### src/rtl/cpu_arb_pkg.sv
// Shared state encoding, widths and helpers for the round-robin CPU arbiter.
package cpu_arb_pkg;

  typedef enum logic [1:0] {
    IDLE,
    EXEC,
    RESP
  } arb_state_e;

  localparam int CHECK_CNT_W = 8;
  localparam int LAT_CNT_W   = 4;

  function automatic int idWidth(input int n);
    return (n <= 1) ? 1 : $clog2(n);
  endfunction

endpackage

### src/rtl/cpu_arbiter_rr_pick.sv
// Combinational round-robin picker: first requester at or after the pointer, wrapping upward.
module rr_pick
  import cpu_arb_pkg::*;
#(
  parameter  int NUM_REQ = 4,
  localparam int IDW     = idWidth(NUM_REQ)
) (
  input  logic [NUM_REQ-1:0] req_i,
  input  logic [IDW-1:0]     ptr_i,
  output logic [NUM_REQ-1:0] grant_o,
  output logic [IDW-1:0]     idx_o,
  output logic               any_o
);

  logic found;

  // Requesters at or above the pointer take priority; the ones below it are the wrapped tail.
  always_comb begin
    grant_o = '0;
    idx_o   = '0;
    found   = 1'b0;
    for (int j = 0; j < NUM_REQ; j++) begin
      if (!found && req_i[j] && (IDW'(j) >= ptr_i)) begin
        found      = 1'b1;
        grant_o[j] = 1'b1;
        idx_o      = IDW'(j);
      end
    end
    for (int j = 0; j < NUM_REQ; j++) begin
      if (!found && req_i[j] && (IDW'(j) < ptr_i)) begin
        found      = 1'b1;
        grant_o[j] = 1'b1;
        idx_o      = IDW'(j);
      end
    end
  end

  assign any_o = found;

endmodule

### src/rtl/cpu_arbiter.sv
// Round-robin arbiter that time-shares one cpu core: accept one request, drive the core for
// CPU_LAT cycles, sample its outputs and return a one-cycle response to the winner.
module cpu_arbiter
  import cpu_arb_pkg::*;
#(
  parameter  int NUM_REQ = 4,
  parameter  int CPU_LAT = 2,
  localparam int IDW     = idWidth(NUM_REQ)
) (
  input  logic                   clk,
  input  logic                   rst,
  input  logic [NUM_REQ-1:0]     req_valid,
  input  logic [NUM_REQ-1:0]     req_data,
  output logic [NUM_REQ-1:0]     req_ready,
  output logic [NUM_REQ-1:0]     rsp_valid,
  output logic                   rsp_data,
  output logic                   rsp_check,
  output logic                   cpu_sig_i,
  input  logic                   cpu_sig_o,
  input  logic                   cpu_checker,
  output logic                   busy,
  output logic [IDW-1:0]         grant_id,
  output logic [CHECK_CNT_W-1:0] check_count
);

  arb_state_e             state_q;
  logic [IDW-1:0]         rrPtr_q, rrPtr_d;
  logic [IDW-1:0]         grantId_q;
  logic [LAT_CNT_W-1:0]   latCnt_q;
  logic                   bit_q;
  logic                   rspData_q;
  logic                   rspCheck_q;
  logic [CHECK_CNT_W-1:0] checkCount_q, checkCount_d;

  logic [NUM_REQ-1:0]     pickGrant;
  logic [IDW-1:0]         pickIdx;
  logic                   pickAny;

  rr_pick #(
    .NUM_REQ (NUM_REQ)
  ) u_pick (
    .req_i   (req_valid),
    .ptr_i   (rrPtr_q),
    .grant_o (pickGrant),
    .idx_o   (pickIdx),
    .any_o   (pickAny)
  );

  // Pointer wrap and saturating counter next-states, plus the state-decoded strobes.
  always_comb begin
    rrPtr_d      = (pickIdx == IDW'(NUM_REQ - 1)) ? '0 : pickIdx + IDW'(1);
    checkCount_d = (rspCheck_q && (checkCount_q != '1)) ? checkCount_q + CHECK_CNT_W'(1)
                                                        : checkCount_q;
    req_ready    = (state_q == IDLE) ? pickGrant : '0;
    rsp_valid    = '0;
    for (int i = 0; i < NUM_REQ; i++) begin
      rsp_valid[i] = (state_q == RESP) && (grantId_q == IDW'(i));
    end
  end

  always_ff @(posedge clk) begin
    if (rst) begin
      state_q      <= IDLE;
      rrPtr_q      <= '0;
      grantId_q    <= '0;
      latCnt_q     <= '0;
      bit_q        <= 1'b0;
      rspData_q    <= 1'b0;
      rspCheck_q   <= 1'b0;
      checkCount_q <= '0;
    end else begin
      case (state_q)
        IDLE: begin
          if (pickAny) begin
            bit_q     <= req_data[pickIdx];
            grantId_q <= pickIdx;
            rrPtr_q   <= rrPtr_d;
            latCnt_q  <= LAT_CNT_W'(CPU_LAT - 1);
            state_q   <= EXEC;
          end
        end
        EXEC: begin
          // The core's answer is valid in the last execution cycle.
          if (latCnt_q == '0) begin
            rspData_q  <= cpu_sig_o;
            rspCheck_q <= cpu_checker & cpu_sig_o;
            state_q    <= RESP;
          end else begin
            latCnt_q <= latCnt_q - LAT_CNT_W'(1);
          end
        end
        RESP: begin
          checkCount_q <= checkCount_d;
          state_q      <= IDLE;
        end
        default: state_q <= IDLE;
      endcase
    end
  end

  assign busy        = (state_q != IDLE);
  assign cpu_sig_i   = (state_q == EXEC) && bit_q;
  assign rsp_data    = rspData_q;
  assign rsp_check   = rspCheck_q;
  assign grant_id    = grantId_q;
  assign check_count = checkCount_q;

endmodule

### config.mk
export PLATFORM = sky130hd
export DESIGN_NAME = cpu_arbiter
export DESIGN_NICKNAME = d
export VERILOG_FILES = /design/src/rtl/cpu_arb_pkg.sv /design/src/rtl/cpu_arbiter_rr_pick.sv /design/src/rtl/cpu_arbiter.sv
export SDC_FILE = /design/constraint.sdc
export NUM_CORES = 1
export LEC_CHECK = 0
export CAP_MARGIN = 20
export CORE_MARGIN = 4
export CORE_UTILIZATION = 47
export DETAILED_ROUTE_END_ITERATION = 6
export PLACE_DENSITY = 0.76
export SLEW_MARGIN = 40
export SYNTH_ARGS = -nofsm -noshare
export SYNTH_HDL_FRONTEND = slang
export SYNTH_SLANG_ARGS = --single-unit
### constraint.sdc
create_clock -name clk -period 2.25 [get_ports clk]
set_input_delay 0.675 -clock clk [delete_from_list [all_inputs] [get_ports clk]]
set_output_delay 0.675 -clock clk [all_outputs]
set_load 0.05 [all_outputs]
* Word level (Yosys, flattened, before mapping)
Cells that the tools add are included.
** Storage, ports and cells
- Bits in registers :: 21
- Bits in latches :: 0
- Bits in writable memories :: 0
- Memory bits (read-only) :: 0
- Input bits :: 12
- Output and inout bits :: 22
- Word-level logic and storage cells :: 101
- Memories :: 0
** Cells by class
- $add $sub $neg :: 3
- Multipliers :: 0
- Divide/modulo/power cells :: 0
- Order comparisons :: 9
- Equality and inequality tests :: 10
- Shift-type cells :: 0
- Multiplexer cells :: 32
- Bitwise gates (word level) :: 1
- Reductions and logical operators :: 38
** Operators with widths (number)
- 1-bit logical AND :: 21
- 2-bit two-way mux :: 9
- 1-bit two-way mux :: 17
- 4-bit two-way mux :: 3
- 8-bit by 1-bit adder with 8-bit output, second input constant :: 1
- 2-bit equality test, second input constant :: 4
- 8-bit != test, second input constant :: 1
- 4-bit one-hot mux with 2 select lines :: 1
- 2-bit AND reduction :: 4
- 1-bit logical NOT :: 7
- 2-bit != test, second input constant :: 3
- 2-bit by 1-bit equality test with 1-bit output, second input constant :: 2
- 1-bit by 2-bit greater-or-equal comparator with 1-bit output, first input constant :: 2
- 2-bit greater-or-equal comparator, first input constant :: 2
- 2-bit logical NOT :: 2
- 4-bit logical NOT :: 1
- 1-bit by 2-bit < comparator with 1-bit output, first input constant :: 2
- 2-bit < comparator, first input constant :: 2
- 2-bit one-hot mux with 2 select lines :: 1
- 2-bit nonzero test :: 2
- 4-bit by 1-bit subtractor with 4-bit output, second input constant :: 1
- 2-bit by 3-bit < comparator with 1-bit output, second input constant :: 1
- 3-bit AND reduction :: 1
- 2-bit by 1-bit adder with 2-bit output, second input constant :: 1
- other kinds (2) :: 2

* Depth between registers and ports, before layout
- Depth in word-level cells :: 33
- Gate-level depth with buffers :: 7
- Mapped depth without buffers :: 7

* By module
A second synthesis with hierarchy kept.
** Unflattened totals
- Cells, all modules :: 154
- Area total of the unflattened synthesis :: 1266.2 sq um
** Modules (own cells, without submodules)
- cpu_arbiter :: instances 1, cells an instance 121, area an instance 1043.5 sq um, seq. area each 420.4 sq um
- rr_pick :: instances 1, cells an instance 33, area an instance 222.7 sq um, seq. area each 0.0 sq um

* Least setup slack after synthesis
No wires, ideal clock.
- Kind :: flip-flop to output port
- Start point :: register state_q[1]
- End point :: output rsp_valid[0]
- Arrival time :: 1.755 ns
- Data required time :: 1.575 ns
- Setup slack :: -0.180 ns
- Cell stages (with the launch flop) :: 3
- Buffers on the path :: 0
- Cell sequence :: dfxtp_1 -> nor2b_1 -> nor3b_1
** On the way
- Longest elaborated chain between the ends :: 2
** Ends and longest elaborated chain
- start: declaration :: RTL line cpu_arbiter.sv:26 : arb_state_e state_q;
- start signal: assignment :: RTL line cpu_arbiter.sv:63 : state_q <= IDLE;
- start signal: assignment :: RTL line cpu_arbiter.sv:79 : state_q <= EXEC;
- start signal: assignment :: RTL line cpu_arbiter.sv:87 : state_q <= RESP;
- 2-bit equality test :: RTL line cpu_arbiter.sv:57 : rsp_valid[i] = (state_q == RESP) && (grantId_q == IDW'(i));
- 1-bit logical AND :: RTL line cpu_arbiter.sv:57
- end: declaration :: RTL line cpu_arbiter.sv:15 : output logic [NUM_REQ-1:0] rsp_valid,
No other way between the ends.

* Worst setup path after layout
- Start point :: input req_valid[0]
- End point :: output req_ready[0]
** On the way
- Longest elaborated chain between the ends :: 19
** Ends and longest elaborated chain
- start: declaration :: RTL line cpu_arbiter.sv:12 : input logic [NUM_REQ-1:0] req_valid,
- 1-bit logical AND :: RTL line cpu_arbiter_rr_pick.sv:23 : if (!found && req_i[j] && (IDW'(j) >= ptr_i)) begin
- 1-bit two-way mux :: RTL line cpu_arbiter_rr_pick.sv:23
- 1-bit logical NOT :: RTL line cpu_arbiter_rr_pick.sv:23
- 1-bit logical AND (2 in series) :: RTL line cpu_arbiter_rr_pick.sv:23
- 1-bit two-way mux :: RTL line cpu_arbiter_rr_pick.sv:23
- 1-bit logical NOT :: RTL line cpu_arbiter_rr_pick.sv:23
- 1-bit logical AND (2 in series) :: RTL line cpu_arbiter_rr_pick.sv:23
- 1-bit two-way mux :: RTL line cpu_arbiter_rr_pick.sv:23
- 1-bit logical NOT :: RTL line cpu_arbiter_rr_pick.sv:23
- 1-bit logical AND (2 in series) :: RTL line cpu_arbiter_rr_pick.sv:23
- 1-bit two-way mux :: RTL line cpu_arbiter_rr_pick.sv:23
- 1-bit logical NOT :: RTL line cpu_arbiter_rr_pick.sv:30 : if (!found && req_i[j] && (IDW'(j) < ptr_i)) begin
- 1-bit logical AND (2 in series) :: RTL line cpu_arbiter_rr_pick.sv:30
- 1-bit two-way mux (*) :: RTL line cpu_arbiter_rr_pick.sv:30
- 4-bit two-way mux (*) :: RTL line cpu_arbiter.sv:54 : req_ready = (state_q == IDLE) ? pickGrant : '0;
- end: declaration :: RTL line cpu_arbiter.sv:14 : output logic [NUM_REQ-1:0] req_ready,
Mark *: on every way between the ends. The rest lies on a longest branch, timed or not.

==> impl_metrics.csv <==
group,metric,value,unit
setup_path,required,1.57,ns
synth,synth.largest_area_cell,"dfxtp_1",
detailed_routing,wire_per_inst,13.9,um
setup_path,crit_path_start_kind,"input port",
power_and_ir_drop,power_leakage,0.878,nW
worst_hold_path,hold_path_end,"rsp_data",
die,initial_core_util,48.8,%
clocking,cts.sinks,21,
clocking,ctsRootBufferMaster,"clkbuf_4",
setup_path,crit_chain,"buf_12 -> nor2b_4 -> a21oi_2 -> o221a_4 -> nor3_4 -> buf_12",
grt,antenna_found_initial,0,
job,cap_violations,0,
timing,tns,-0.0558,ns
final_layout,fillers,180,
synth,async_reset_ff_share,0,%
setup_path,cp_max_fo,7,
synth,yosysWarnings,0,
timing,max_clock_freq,434,MHz
grt,grt_use_total,19.1,%
worst_hold_path,hold_path.class,"reg -> reg",
setup_path,r2r_slack,0.45,ns
grt,grt_pass1_wl,5020,um
synth,syn_avg_cell_area,8.94,um^2
final_layout,layout-drive-gt1-share,36.1,%
detailed_routing,drt-initial-drc-count,26,
grt,grt_max_degree,13,
place,placed_area,1790,um^2
die,row_count,18,
timing,fin_ws,-0.0558,ns
detailed_routing,vias,1162,
detailed_routing,final_antenna_net_count,0,
setup_path,slowest_stage,"o221a_4",
setup_path,regToRegEndpoint,"rrPtr_q[1]",
clocking,clk-insertion-delay-late,0.31,ns
grt,overflow,0,
final_layout,final_common_cell,"buf_4",
die,coreArea,2450,um^2
setup_path,reg2regPathDepth,8,
clocking,cts_made_buffers,3,
final_layout,syn2layout_area_growth,59.9,%
clocking,cts.clk_slew.worst_paths,0.11,ns
timing,setup_viol,1,
timing,finalHoldViolCount,0,
final_layout,stdcell_count,221,
clocking,h-tree-depth,1,
setup_path,critPathCaptureType,"output port",
detailed_routing,avgViaCountPerCell,5.26,
synth,synth_cells,134,
power_and_ir_drop,power_density,886,nW/um^2
die,die_y,58.5,um
setup_path,critical_path.most_common_cell,"buf_12",
synth,synth-edff-count,0,
worst_hold_path,min_path_cells,2,
run_status,status,"complete, but fails checks",
timing,rsz0062_at_grt,"yes",
setup_path,worstPathArrival,1.63,ns
timing,finalCritPeriodShare,102,%
power_and_ir_drop,total_power,1.70,mW
detailed_routing,routed_wl,3070,um
setup_path,slowest_delay,0.23,ns
place,dpl.hpwl,2340,um
place,dpl_worst_slack,-0.703,ns
detailed_routing,dr.pass1.iters,4,
place,dp.cells,213,
timing,post-route-min-period,2.31,ns
clocking,cts_tree,"done",
synth,ys_seq_elements,21,
setup_path,worstSetupPathType,"in -> out",
grt,grt_pass1_vias,1098,
die,dieArea,3420,um^2
synth,syn_area,1200,um^2
timing,slew_headroom,66.2,%
place,port_buffers,33,
clocking,clockBufferDepth,2,
power_and_ir_drop,peakVddDrop,0.884,mV
die,die_w,58.5,um
synth,synth.net_count,149,
worst_hold_path,min_from,"rsp_data",
final_layout,final_nets,207,
synth,yosysTopAreaCellShare,35.1,%
timing,worst_pin_slew,0.507,ns
timing,skew,0.00405,ns
setup_path,r2r-start,"rrPtr_q[0]",
run_status,violations,"negative setup slack",
synth,synth.area.top_cells,"dfxtp_1 35%, nor2_1 7.2%, xor2_1 5.1%",
synth,synthFlopType,"dfxtp_1",
die,pin_count,34,
synth,synth_seq_area_share,35.1,%
place,place_congestion,0.799,
final_layout,final_area,1910,um^2
timing,slew_viol_final,0,
synth,netlist-cell-type-count,46,
final_layout,layout_common_cells,"26 x buf_4, 21 x nor2_1, 19 x dfxtp_1, 12 x clkdlybuf4s50_1",
detailed_routing,post-route-drc-count,0,
final_layout,num_antenna_cells,0,
[cells in the mapped netlist (2+ instances only)]
library cell and number:
nand3_1 3, and3_1 3, nand4_1 2, a31oi_1 2, xor2_1 7, clkbuf_1 2
a21oi_1 6, xnor2_1 2, inv_1 7, nand2_1 11, nor3_2 2, mux2i_1 4
nor2b_1 4, dfxtp_1 21, nor2_1 23, nand3b_1 2, ha_1 3, and2_1 2
[critical path: cells and delay by family]
family	cells	cell delay, ns
and+or+nand+nor	2	0.40
AOI/OAI and AO/OA	2	0.29
buffers and inverters	2	0.27
[cell type report]
| type | count | area [um^2] | share of cell area [%] |
|---|---|---|---|
| multi-input cells | 104 | 793 | 41.4 |
| repair buffers | 55 | 607 | 31.7 |
| flip-flops and latches | 21 | 423 | 22.1 |
| well taps | 30 | 37.5 | 1.96 |
| inverters | 7 | 26.3 | 1.37 |
| clock buffers | 3 | 22.5 | 1.18 |
| clock inverters | 1 | 5.00 | 0.261 |
[where the power goes]
| part | total (mW) | switching [mW] | internal [mW] | leakage (nW) |
|---|---|---|---|---|
| Combinational | 0.978 | 0.511 | 0.467 | 0.688 |
| Clock | 0.183 | 0.117 | 0.0664 | 0.0177 |
| Sequential | 0.536 | 0.0928 | 0.443 | 0.172 |
[timing repair]
action                                  4_1_cts  5_1_grt
hold buffers                                  0        0
cloned                                        0        0
resized for setup                            38        6
pin swaps                                     4        4
endpoints found under the hold margin         0        0
setup buffers                                 2        2
endpoints found under the setup margin        4        8
[logic make-up (layout without fill, tap and decap cells)]
group | count (synthesis) | after routing | synth area share [%]
fa+ha+maj | 3 | 3 | 3.14
compound gates | 23 | 23 | 17.5
buf+inv | 9 | 66 | 2.82
xor+xnor | 9 | 9 | 6.58
simple gates | 65 | 65 | 31.6
mux | 4 | 4 | 3.34
flops | 21 | 21 | 35.1
[metrics by stage]
step / hold WS, ns / utilization (%)
floorplan: 0.459 / -
global placement: 0.476 / 73.0
detailed placement: 0.494 / 73.0
CTS: 0.522 / 76.8
global route: 0.572 / 78.0
finish: 0.527 / 78.0
[how the worst max path moves through the flow]
stage	endpoint	cells past startpoint	start
after floorplan	req_ready[0]	4	req_valid[2]
after detailed placement	req_ready[0]	6	req_valid[0]
after global routing	req_ready[0]	7	req_valid[3]
final	req_ready[0]	6	req_valid[0]
after global placement	req_ready[0]	6	req_valid[0]
after CTS	req_ready[0]	7	req_valid[3]
[flip-flops by register name, summed over array words and instances (netlist names)]
name / count
check_count: 8
latCnt_q: 4
grant_id: 2
rrPtr_q: 2
state_q: 2
bit_q: 1
rsp_check: 1
rsp_data: 1
[per-layer routing]
| layer | vias to the layer above | global-route usage (%) | wire (um) |
|---|---|---|---|
| met2 | 29 | 32.4 | 1470 |
| met4 | 0 | 8.28 | 80 |
| li1 | 590 | - | - |
| met3 | 8 | 3.73 | 149 |
| met1 | 535 | 23.4 | 1370 |
| met5 | - | 0 | 0 |
Power figures use the tool's default switching activity.
